$ cat src/rtl/cdc_req_ack_sender.sv
// Purpose    : source half of a four-phase req/ack crossing; holds each accepted word on o_data while o_req is high.
// Latency    : accepted word and o_req appear one edge after acceptance; next accept is 2*SYNC_STAGES+3 cycles later at best.
// Backpressure: o_ready drops for the whole handshake and while the synchronised ack is still high.
//
// Ports:
//   i_clk, i_rst            local clock, asynchronous active-high reset
//   i_valid/o_ready/i_data  upstream word interface (valid/ready)
//   o_req/o_data            registered request and word towards the far domain
//   i_ack                   asynchronous acknowledge from the far domain
//   o_busy                  a handshake is in progress
//   o_err/i_err_clr         sticky handshake-timeout flag and its clear
//
// Optional feature: define CDC_SENDER_TIMEOUT_EN to bound each handshake phase
// to TIMEOUT cycles. Without it o_err is constant 0, i_err_clr is ignored and
// the sender waits for the far side indefinitely.

module cdc_req_ack_sender #(
   parameter int WIDTH       = 8,
   parameter int SYNC_STAGES = 2,
   parameter int TIMEOUT     = 255
) (
   input  logic             i_clk,
   input  logic             i_rst,
   input  logic             i_valid,
   output logic             o_ready,
   input  logic [WIDTH-1:0] i_data,
   output logic             o_req,
   output logic [WIDTH-1:0] o_data,
   input  logic             i_ack,
   output logic             o_busy,
   output logic             o_err,
   input  logic             i_err_clr
);

   typedef enum logic [1:0] {
      IDLE   = 2'd0,
      REQ_HI = 2'd1,
      ACK_LO = 2'd2
   } state_t;

   state_t                 state_q, state_d;
   logic                   req_q, req_d;
   logic [WIDTH-1:0]       data_q, data_d;
   logic [SYNC_STAGES-1:0] sync_q;
   logic                   ack_s;
   logic                   ready;

   // i_ack is asynchronous: only the last synchroniser stage is ever looked at.
   always_ff @(posedge i_clk or posedge i_rst) begin
      if (i_rst) begin
         sync_q <= '0;
      end else begin
         sync_q <= {sync_q[SYNC_STAGES-2:0], i_ack};
      end
   end

   assign ack_s = sync_q[SYNC_STAGES-1];

   // A still-high ack in IDLE (stale from a reset mid-handshake, or spurious)
   // blocks acceptance until the far side has returned to zero.
   assign ready = (state_q == IDLE) && !ack_s;

`ifdef CDC_SENDER_TIMEOUT_EN
   localparam int           CW      = $clog2(TIMEOUT + 1);
   localparam logic [CW-1:0] TO_LAST = CW'(TIMEOUT - 1);

   logic [CW-1:0] cnt_q, cnt_d;
   logic          err_q, err_d;
   logic          timeout_hit;
`endif

   always_comb begin
      state_d = state_q;
      req_d   = req_q;
      data_d  = data_q;
`ifdef CDC_SENDER_TIMEOUT_EN
      timeout_hit = 1'b0;
`endif
      case (state_q)
         IDLE: begin
            if (i_valid && ready) begin
               data_d  = i_data;
               req_d   = 1'b1;
               state_d = REQ_HI;
            end
         end
         REQ_HI: begin
            if (ack_s) begin
               req_d   = 1'b0;
               state_d = ACK_LO;
            end
`ifdef CDC_SENDER_TIMEOUT_EN
            else if (cnt_q == TO_LAST) begin
               // Far side never answered: withdraw the request and drop the word.
               req_d       = 1'b0;
               timeout_hit = 1'b1;
               state_d     = IDLE;
            end
`endif
         end
         ACK_LO: begin
            if (!ack_s) begin
               state_d = IDLE;
            end
`ifdef CDC_SENDER_TIMEOUT_EN
            else if (cnt_q == TO_LAST) begin
               // Ack stuck high: give up; the IDLE ready gate still waits for it to fall.
               timeout_hit = 1'b1;
               state_d     = IDLE;
            end
`endif
         end
         default: begin
            req_d   = 1'b0;
            state_d = IDLE;
         end
      endcase
   end

`ifdef CDC_SENDER_TIMEOUT_EN
   always_comb begin
      cnt_d = '0;
      if (state_d == state_q && state_q != IDLE) begin
         cnt_d = cnt_q + CW'(1);
      end
   end

   // Set has priority over clear so a timeout is never lost.
   always_comb begin
      err_d = err_q;
      if (timeout_hit) begin
         err_d = 1'b1;
      end else if (i_err_clr) begin
         err_d = 1'b0;
      end
   end

   always_ff @(posedge i_clk or posedge i_rst) begin
      if (i_rst) begin
         cnt_q <= '0;
         err_q <= 1'b0;
      end else begin
         cnt_q <= cnt_d;
         err_q <= err_d;
      end
   end

   assign o_err = err_q;
`else
   logic        unused_err_clr;
   logic [31:0] unused_timeout;

   assign unused_err_clr = i_err_clr;
   assign unused_timeout = TIMEOUT;
   assign o_err          = 1'b0;
`endif

   always_ff @(posedge i_clk or posedge i_rst) begin
      if (i_rst) begin
         state_q <= IDLE;
         req_q   <= 1'b0;
         data_q  <= '0;
      end else begin
         state_q <= state_d;
         req_q   <= req_d;
         data_q  <= data_d;
      end
   end

   assign o_ready = ready;
   assign o_req   = req_q;
   assign o_data  = data_q;
   assign o_busy  = (state_q != IDLE);

endmodule

$ cat config.mk
export PLATFORM = sky130hd
export DESIGN_NAME = cdc_req_ack_sender
export DESIGN_NICKNAME = d
export VERILOG_FILES = /design/src/rtl/cdc_req_ack_sender.sv
export SDC_FILE = /design/constraint.sdc
export NUM_CORES = 1
export LEC_CHECK = 0
export ABC_AREA = 1
export CAP_MARGIN = 40
export CORE_MARGIN = 4
export CORE_UTILIZATION = 41
export DETAILED_ROUTE_END_ITERATION = 10
export HOLD_SLACK_MARGIN = 0.02
export PLACE_DENSITY = 0.8
export SYNTH_ARGS = -nofsm -noshare
export SYNTH_HDL_FRONTEND = slang
export SYNTH_SLANG_ARGS = --single-unit
$ cat constraint.sdc
create_clock -name i_clk -period 3.05 [get_ports i_clk]
set_clock_uncertainty 0.05 [all_clocks]
set_input_delay 0.7625 -clock i_clk [delete_from_list [all_inputs] [get_ports i_clk]]
set_output_delay 0.7625 -clock i_clk [all_outputs]
set_load 0.005 [all_outputs]
==> out/qor.yml, run 1 <==
route:
  post_drt_wl_per_cell_um: 12.0
  drcViolationCount: 0
  drt_pass1_iterations: 4
  ant_nets: 0
  avgViaCountPerCell: 4.89
  routed_wl_um: 1120
  num_vias: 455
  drt_iter0_markers: 7
clock_tree:
  cts_resized: 0
  clock_latency_ps: 270
  cts.clk_slew.worst_paths_ps: 80
  cts_tree: "done"
  post_cts.repair.setup_buffers: 0
  cts_made_buffers: 3
  cts_root_buffer: "clkbuf_4"
  cts_buffer_depth: 2
  hold_buffers: 0
  clock_sinks: 13
  cts_max_level: 1
final_layout:
  antennaDiodeCount: 0
  post-route-util: 0.676
  drive_above_1_share: 0.0886
  nNetsFinal: 93
  syn_to_final_growth_pct: 46.5
  layout_common_cells: "clkdlybuf4s50_1, nand2_1, dfrtp_1"
  mostFrequentLayoutCell: "clkdlybuf4s50_1"
timing:
  report.final.hold_viol_count: 0
  maxSlewViolCount: 0
  finalCriticalPeriod_ps: 2430
  setup_viol: 0
  max_freq_ghz: 0.412
  rsz0062_at_grt: "no"
  fin_crit_sh: 0.796
  setup_tns_ps: 0
placed_design:
  port_buffers: 22
  dp_hpwl_um: 838
  place_congestion: 0.675
floorplan:
  rows: 12
  die_h_um: 44.3
  die_area_um2: 1960
  ios: 25
  dieWidth_um: 44.3
  start_util: 0.462
  fp.coreArea_um2: 1170
min_path:
  hold_path_class: "register to register"
  hold_depth: 0
  hp-start: "sync_q[0]"
  hold_end: "sync_q[1]"
setup_path:
  worstReg2RegEnd: "o_data[4]"
  ff2ff_setup_slack_ps: 1920
  slowest_delay_ps: 500
  path_cells: "nor2_8, inv_2, nor2_1, clkdlybuf4s50_1"
  worst_path_max_delay_cell: "clkdlybuf4s50_1"
  cp_top_family: "buffers and inverters"
  crit_fanout: 10
  criticalPathCategory: "register to output pin"
  crit_required_ps: 2240
  rr_worst_depth: 4
  critPathCaptureType: "output pin"
  cp-start-kind: "register"
  cp_data_arrival_time_ps: 1610
  reg2reg_from: "state_q[1]"
  critPathBufInv: 2
synthesis:
  synth_area_um2: 541
  syn_nets: 68
  synth_compound_area_frac: 0.0185
  yosys.area_share.simple: 0.322
  muxShareOfSynthArea: 0
  synthAdderAreaFrac: 0
  ys_types: 12
  synth_area_per_cell_um2: 9.83
  synth_top_family_by_area: "simple AND/OR/NAND/NOR gates"
  ys_seq_area_frac: 0.602
  synth-xor-area-share: 0
  yosysWarnings: 0
  syn_inst: 55
  ys_seq_elements: 13
power_and_ir_drop:
  p_leak_nw: 0.382
  ir_drop_uv: 301
  p_total_mw: 0.456
  powerDensity_nw_per_um2: 575
grt:
  grt_pass1_wl_um: 1800
  track_usage: 0.126
  grt-ovfl-total: 0
  grt_max_degree: 14
  grt_antenna_before_repair: 0
  groute.layer.met3.usage: 0.0285
  grtUsageMet2: 0.201
  grt_busiest_layer: "met2"
  grt_use_met1: 0.156
  grt_pass1_vias: 447
flow_run:
  drv_cap: 0
run_status:
  outcome: "finished clean"
==> per-stage QoR <==
step	instance area (um2)	std cells	hold WS [ps]	setup WS, ps
after global routing	792	93	328	548
after global placement	766	89	283	944
after detailed placement	766	89	295	912
after CTS	792	93	313	611
final	792	93	314	623
after floorplan	541	55	281	1450
==> metal layers <==
metal,up-vias,wire length [um]
met5,-,0
met4,0,18
met3,4,72
met2,18,525
met1,208,500
li1,225,-
==> worst max-delay path by stage <==
stage | endpoint | from | slack, ps | depth (start not counted)
3_3_place_gp | o_ready | state_q[1] | 940 | 4
5_1_grt | o_ready | state_q[1] | 550 | 4
6_report | o_ready | state_q[1] | 620 | 4
4_1_cts | o_ready | state_q[1] | 610 | 4
3_5_place_dp | o_ready | state_q[1] | 910 | 4
2_1_floorplan | o_ready | state_q[1] | 1450 | 3
==> cells in the mapped netlist, drive strengths merged <==
cell type / instances / area share
nand2: 20 / 0.14
nor2: 4 / 0.058
buf: 2 / 0.023
o21ai: 2 / 0.019
dfrtp: 13 / 0.60
nand3: 1 / 0.032
inv: 4 / 0.028
conb: 1 / 0.0069
nand4: 8 / 0.093
==> power by group <==
part	total (mW)	switching, mW	internal (mW)
clock network	0.107	0.0562	0.0507
logic	0.126	0.0484	0.0780
registers	0.222	0.0201	0.202
==> cell type report <==
cell class	count	area (um2)
clock buffer	4	26.3
multi-input combinational	36	188
inverter	4	15.0
timing repair buffer	22	220
fill	98	379
tap	14	17.5
sequential	13	325
==> kinds of logic after synthesis <==
kind of cell,Yosys count
flip-flops,13
other,1
buffers and inverters,6
AND/OR/NAND/NOR,33
AO/OA/AOI/OAI,2
==> sequential cells by signal, indices dropped and copies added, names as in the netlist <==
name and cells:
o_data 8, state_q 2, sync_q 2, o_req 1
(Power assumes the default switching activity.)
==> run 2: changes to the inputs <==
Settings changed: CORE_UTILIZATION 41 to 34, PLACE_DENSITY 0.8 to 0.71.
Clock period 3.05 ns to 2.1 ns, I/O delays scaled along.
==> run 2 against run 1 <==
Sequential cell count is the same. Die area grew 17%. Sequential power grew 45%. Total power grew 45%. Combinational power grew 51%. First-iteration DRC count shrank 29%. Register-to-register slack lost 990 ps. Non-clock buffer count grew 2. Clock-buffer cell count is the same. Worst setup slack lost 410 ps. Global-route usage shrank 1.7 points. Critical endpoint is now o_busy. Largest cell class unchanged.
==> out/qor.yml, run 2 (synthesis gave the netlist of run 1 again) <==
route:
  ant_nets: 0  # unchanged
  drt_iter0_markers: 5  # -2
  drt_pass1_iterations: 4  # unchanged
  routed_wl_um: 1150  # +2.7%
  avgViaCountPerCell: 4.62  # -5.6%
  num_vias: 448  # -1.5%
  drcViolationCount: 0  # unchanged
  post_drt_wl_per_cell_um: 11.8  # -1.5%
setup_path:
  worstReg2RegEnd: "o_data[1]"
  criticalPathCategory: "register to output pin"
  critPathBufInv: 2  # unchanged
  critPathCaptureType: "output pin"
  reg2reg_from: "state_q[1]"
  cp_top_family: "buffers and inverters"
  slowest_delay_ps: 450  # -50 ps
  cp-start-kind: "register"
  ff2ff_setup_slack_ps: 930  # -990 ps
  crit_fanout: 3  # -7
  path_cells: "nor2_8, inv_2, clkdlybuf4s50_1"
  crit_required_ps: 1520  # -720 ps
  worst_path_max_delay_cell: "dfrtp_2"
  rr_worst_depth: 5  # +1
  cp_data_arrival_time_ps: 1320  # -290 ps
min_path:
  hold_end: "sync_q[1]"
  hp-start: "sync_q[0]"
  hold_depth: 0  # unchanged
  hold_path_class: "register to register"
floorplan:
  die_h_um: 47.9  # +8.0%
  dieWidth_um: 47.9  # +8.0%
  rows: 14  # +2
  die_area_um2: 2290  # +17%
  ios: 25  # unchanged
  start_util: 0.359  # -0.103
  fp.coreArea_um2: 1510  # +29%
power_and_ir_drop:
  powerDensity_nw_per_um2: 814  # +41%
  internal_power_mw: 0.486  # +47%
  p_leak_nw: 0.403  # +5.2%
  power_frac_seq: 0.486  # -0.002
  p_sw_mw: 0.177  # +42%
  ir_drop_uv: 417  # +39%
  power_frac_comb: 0.287  # +0.010
  power_frac_clock: 0.227  # -0.008
  swShare: 0.267  # -0.00696
clock_tree:
  cts_root_buffer: "clkbuf_4"
  hold_buffers: 0  # unchanged
  clock_sinks: 13  # unchanged
  cts_buffer_depth: 2  # unchanged
  clock_latency_ps: 270  # about the same
  cts_tree: "done"
  cts_made_buffers: 3  # unchanged
  cts.clk_slew.worst_paths_ps: 80  # about the same
  cts_max_level: 1  # unchanged
timing:
  max_freq_ghz: 0.529
  rsz0062_at_grt: "no"
  timing.hold.ws_ps: 317  # +3.17 ps
  maxSlewViolCount: 0  # unchanged
  report.final.hold_viol_count: 0  # unchanged
  finalCriticalPeriod_ps: 1890
  setup_viol: 0  # unchanged
  fin_crit_sh: 0.901
  setup_tns_ps: 0  # unchanged
placed_design:
  place_inst: 92  # +3.4%
  placed_area_um2: 776  # +1.3%
  port_buffers: 22  # unchanged
  place_congestion: 0.672  # -0.40%
  dp_hpwl_um: 856  # +2.1%
final_layout:
  largest_register_ffs: 8  # unchanged
  mostFrequentLayoutCell: "clkdlybuf4s50_1"
  drive_above_1_share: 0.136  # +0.0472
  layout_common_cells: "clkdlybuf4s50_1, nand2_1, dfrtp_1"
  fin_cells: 97  # +4.3%
  antennaDiodeCount: 0  # unchanged
  nNetsFinal: 95  # +2.2%
  fin_area_um2: 815  # +2.8%
  syn_to_final_growth_pct: 50.7
grt:
  grt_pass1_wl_um: 1660  # -7.7%
  grt_max_degree: 14  # unchanged
  grt-ovfl-total: 0  # unchanged
  grt_pass1_vias: 383  # -14%
  grt_antenna_before_repair: 0  # unchanged
  track_usage: 0.109  # -0.0166
run_status:
  outcome: "finished clean"
flow_run:
  drv_cap: 0  # unchanged
[run 2: changes by cell type in the layout (fill, tap and decap cells not counted), sizes merged]
| cell | delta |
|---|---|
| dlymetal6s2s | +1 |
| clkdlybuf4s50 | -1 |
| buf | +2 |
[run 2: worst reg2reg max path: stages (launching register included)]
cell and delay (ps):
dfrtp_2 450, nor2_8 120, buf_4 170, nand3_4 130, nand2_1 90, nand2_1 50
[run 2: layout make-up]
class	count	area, um2
fill	145	692
sequential	13	328
inverter	4	15.0
tap	16	20.0
clock buffer	4	26.3
multi-input combinational	36	188
timing repair buffer	24	238
[run 2: power by group through the flow]
stage / combinational (mW) / sequential (mW) / clock [mW]
after global routing: 0.212 / 0.329 / 0.167
after detailed placement: 0.191 / 0.328 / 0
after floorplan: 0.0645 / 0.329 / 0
after global placement: 0.188 / 0.325 / 0
after CTS: 0.192 / 0.323 / 0.159
final: 0.190 / 0.322 / 0.151
[run 2: worst max path at each step]
stage	from	endpoint	slack [ps]	cells after the start
6_report	state_q[1]	o_busy	210	3
5_1_grt	state_q[1]	o_busy	160	3
3_3_place_gp	state_q[1]	o_ready	330	4
4_1_cts	state_q[1]	o_ready	20	4
2_1_floorplan	state_q[1]	o_ready	730	3
3_5_place_dp	state_q[1]	o_ready	320	4
[run 2: layer usage]
metal  track usage  share of wire
met1         0.158           0.45
met5             0              0
met2         0.140           0.50
met3        0.0226          0.041
met4        0.0806         0.0087
[run 2: repair_timing]
action | CTS | global route
setup endpoints to repair | 0 | 1
setup buffers | 0 | 1
resized for setup | 0 | 3
[run 2: per-stage QoR]
stage	utilization	worst slack [ps]	power [mW]
final	0.541	209	0.663
after global placement	0.515	333	0.513
after CTS	0.532	16.1	0.674
after global routing	0.541	165	0.708
after floorplan	-	734	0.394
after detailed placement	0.515	319	0.519
==> RTL edit, RTL diff (config.mk and constraints of run 1) <==
`SYNC_STAGES`: 2 -> 4. Comments in the files are not updated.
--- a/src/rtl/cdc_req_ack_sender.sv
+++ b/src/rtl/cdc_req_ack_sender.sv
@@ -18,3 +18,3 @@
    parameter int WIDTH       = 8,
-   parameter int SYNC_STAGES = 2,
+   parameter int SYNC_STAGES = 4,
    parameter int TIMEOUT     = 255
Check against the original RTL: not equivalent (a bounded check fails within 4 cycles, from zero or initial values and one cycle with i_rst high).
==> RTL edit against run 1 <==
  * Core utilization decreased by 4.2 points
  * Area after synthesis is 7.9% higher
  * Clock power rose by 6%
  * Non-clock buffer count stayed put
  * Largest power group unchanged
  * Critical endpoint unchanged
  * Cell area rose by 5.5%
  * Power grew 7.2%
  * Highest routed layer unchanged
  * Setup slack better by 0.094 ns
  * Largest cell class unchanged
  * Wire length rose by 11%
  * Sequential cell count rose by 2
==> RTL edit: results (changes against run 1) <==
Post-Synthesis Cells 57 (+3.6%); Worst-Margin Slew 0.5695 ns; Post-Place Worst Slack 1.056 ns (+0.1449 ns); drt wl/cell 12.88 um (+7.2%); status completed; warnings from Yosys 0 (unchanged); Clock transition at path regs 0.08 ns (about the same); clk_lat worst skew 0.29 ns (+0.02 ns); all-layer global routing usage 13.65% (+1.1 points); compound-cell area share of the yosys netlist 1.717% (-0.14 points); CTS max path bufs 2 (unchanged); ant diodes 0 (unchanged); Main synth FF type dfrtp_1; Worst VDD drop 0.3431 mV (+14%); H-Tree Level Count 1 (unchanged); PortBufs 22 (unchanged); Fillers 111 (+13%); DP Wirelength 890.5 um (+6.3%); first-pass GRT wire length 1973 um (+9.6%); post_cts resized 0 (unchanged); synth cell count leaders 20 x nand2_1, 15 x dfrtp_1, 8 x nand4_1; placed instance count 92 (+3.4%); share of cells above drive strength 1 7.407% (-1.5 points); total gr overflow 0 (unchanged); LEAKAGE 0.0003965 uW (+3.7%); top cells by area, synth dfrtp_1 64%, nand2_1 13%, nand4_1 8.6%; syn_nets 70 (+2.9%); clock root cell clkbuf_4; worst hold path class flop to flop; vias per cell 4.927 (+0.71%); sequential area share after synthesis 64.38% (+4.2 points); Synth cell types 14 (+2); 1st-pass router iterations 4 (unchanged); Area after DPL 809.5 sq um (+5.7%); setup bufs post-CTS 0 (unchanged); worst-path fanout max 5 (-5); largest net degree at the start of global routing 16 (+2); XOR/XNOR Fraction of Synth Area 0% (unchanged); setup TNS 0 ns (unchanged); Yosys top cell area share 64.38% (+4.2 points); non-filler cells, final 96 (+3.2%); GP Congestion 0.6989 (+3.6%); cts bufs inserted 3 (unchanged); antenna violations before repair 0 (unchanged); vias in the first global route 420 (-6.0%); Synth async-reset ratio 100.0% (unchanged); max FFs per register 8 (unchanged); nets@finish 95 (+2.2%); multiplexer share of the synthesized area 0% (unchanged); Worst EP arrival 1.52 ns (-0.09 ns); initial DRC count 14 (+7)
[RTL edit: report_power, final]
group	switching, uW	leakage [uW]	internal [uW]	total [uW]
logic	48.8	0.000198	77.0	126
registers	19.5	0.000184	230	250
clock network	62.4	0.0000150	50.9	113
[RTL edit: worst paths after layout]
check / slack, ns / cells after the start / start / end
min: 0.30 / 0 / sync_q[0]$_DFF_PP0_ / sync_q[1]$_DFF_PP0_
min in group asynchronous: 0.77 / 2 / i_rst / sync_q[2]$_DFF_PP0_
max in group asynchronous: 1.81 / 2 / i_rst / o_data[7]$_DFFE_PP0P_
max reg2reg: 1.86 / 4 / state_q[1]$_DFFE_PP0P_ / o_data[2]$_DFFE_PP0P_
min reg2reg: 0.30 / 0 / sync_q[0]$_DFF_PP0_ / sync_q[1]$_DFF_PP0_
max: 0.72 / 4 / state_q[0]$_DFFE_PP0P_ / o_ready
[RTL edit: kinds of logic (layout without fill, tap and decap cells)]
logic type | after synthesis | count (layout)
other cells | 1 | 1
flops | 15 | 15
simple gates | 33 | 33
compound gates | 2 | 2
buf+inv | 6 | 30
[RTL edit: layer usage]
| layer | GRT usage, % | vias up | part of all wire, % |
|---|---|---|---|
| met4 | 5.114 | 0 | 1.1 |
| met1 | 19.25 | 220 | 44 |
| met3 | 7.115 | 2 | 7.6 |
| met2 | 17.55 | 18 | 47 |
| li1 | - | 233 | - |
| met5 | 0 | - | 0 |
[RTL edit: cell type report]
type	count	area, sq um	share of cell area [%]
flip-flops and latches	15	375.4	44.91
repair buffers	22	220.2	26.35
multi-input cells	36	180.2	21.56
clock buffers	4	26.28	3.144
well taps	15	18.77	2.246
inverters	4	15.01	1.796
[RTL edit: worst max-delay path: stages, from the launching register on]
cell,delay [ns]
dfrtp_1,0.46
inv_1,0.10
nand2_1,0.08
nor2_1,0.09
clkdlybuf4s50_1,0.50
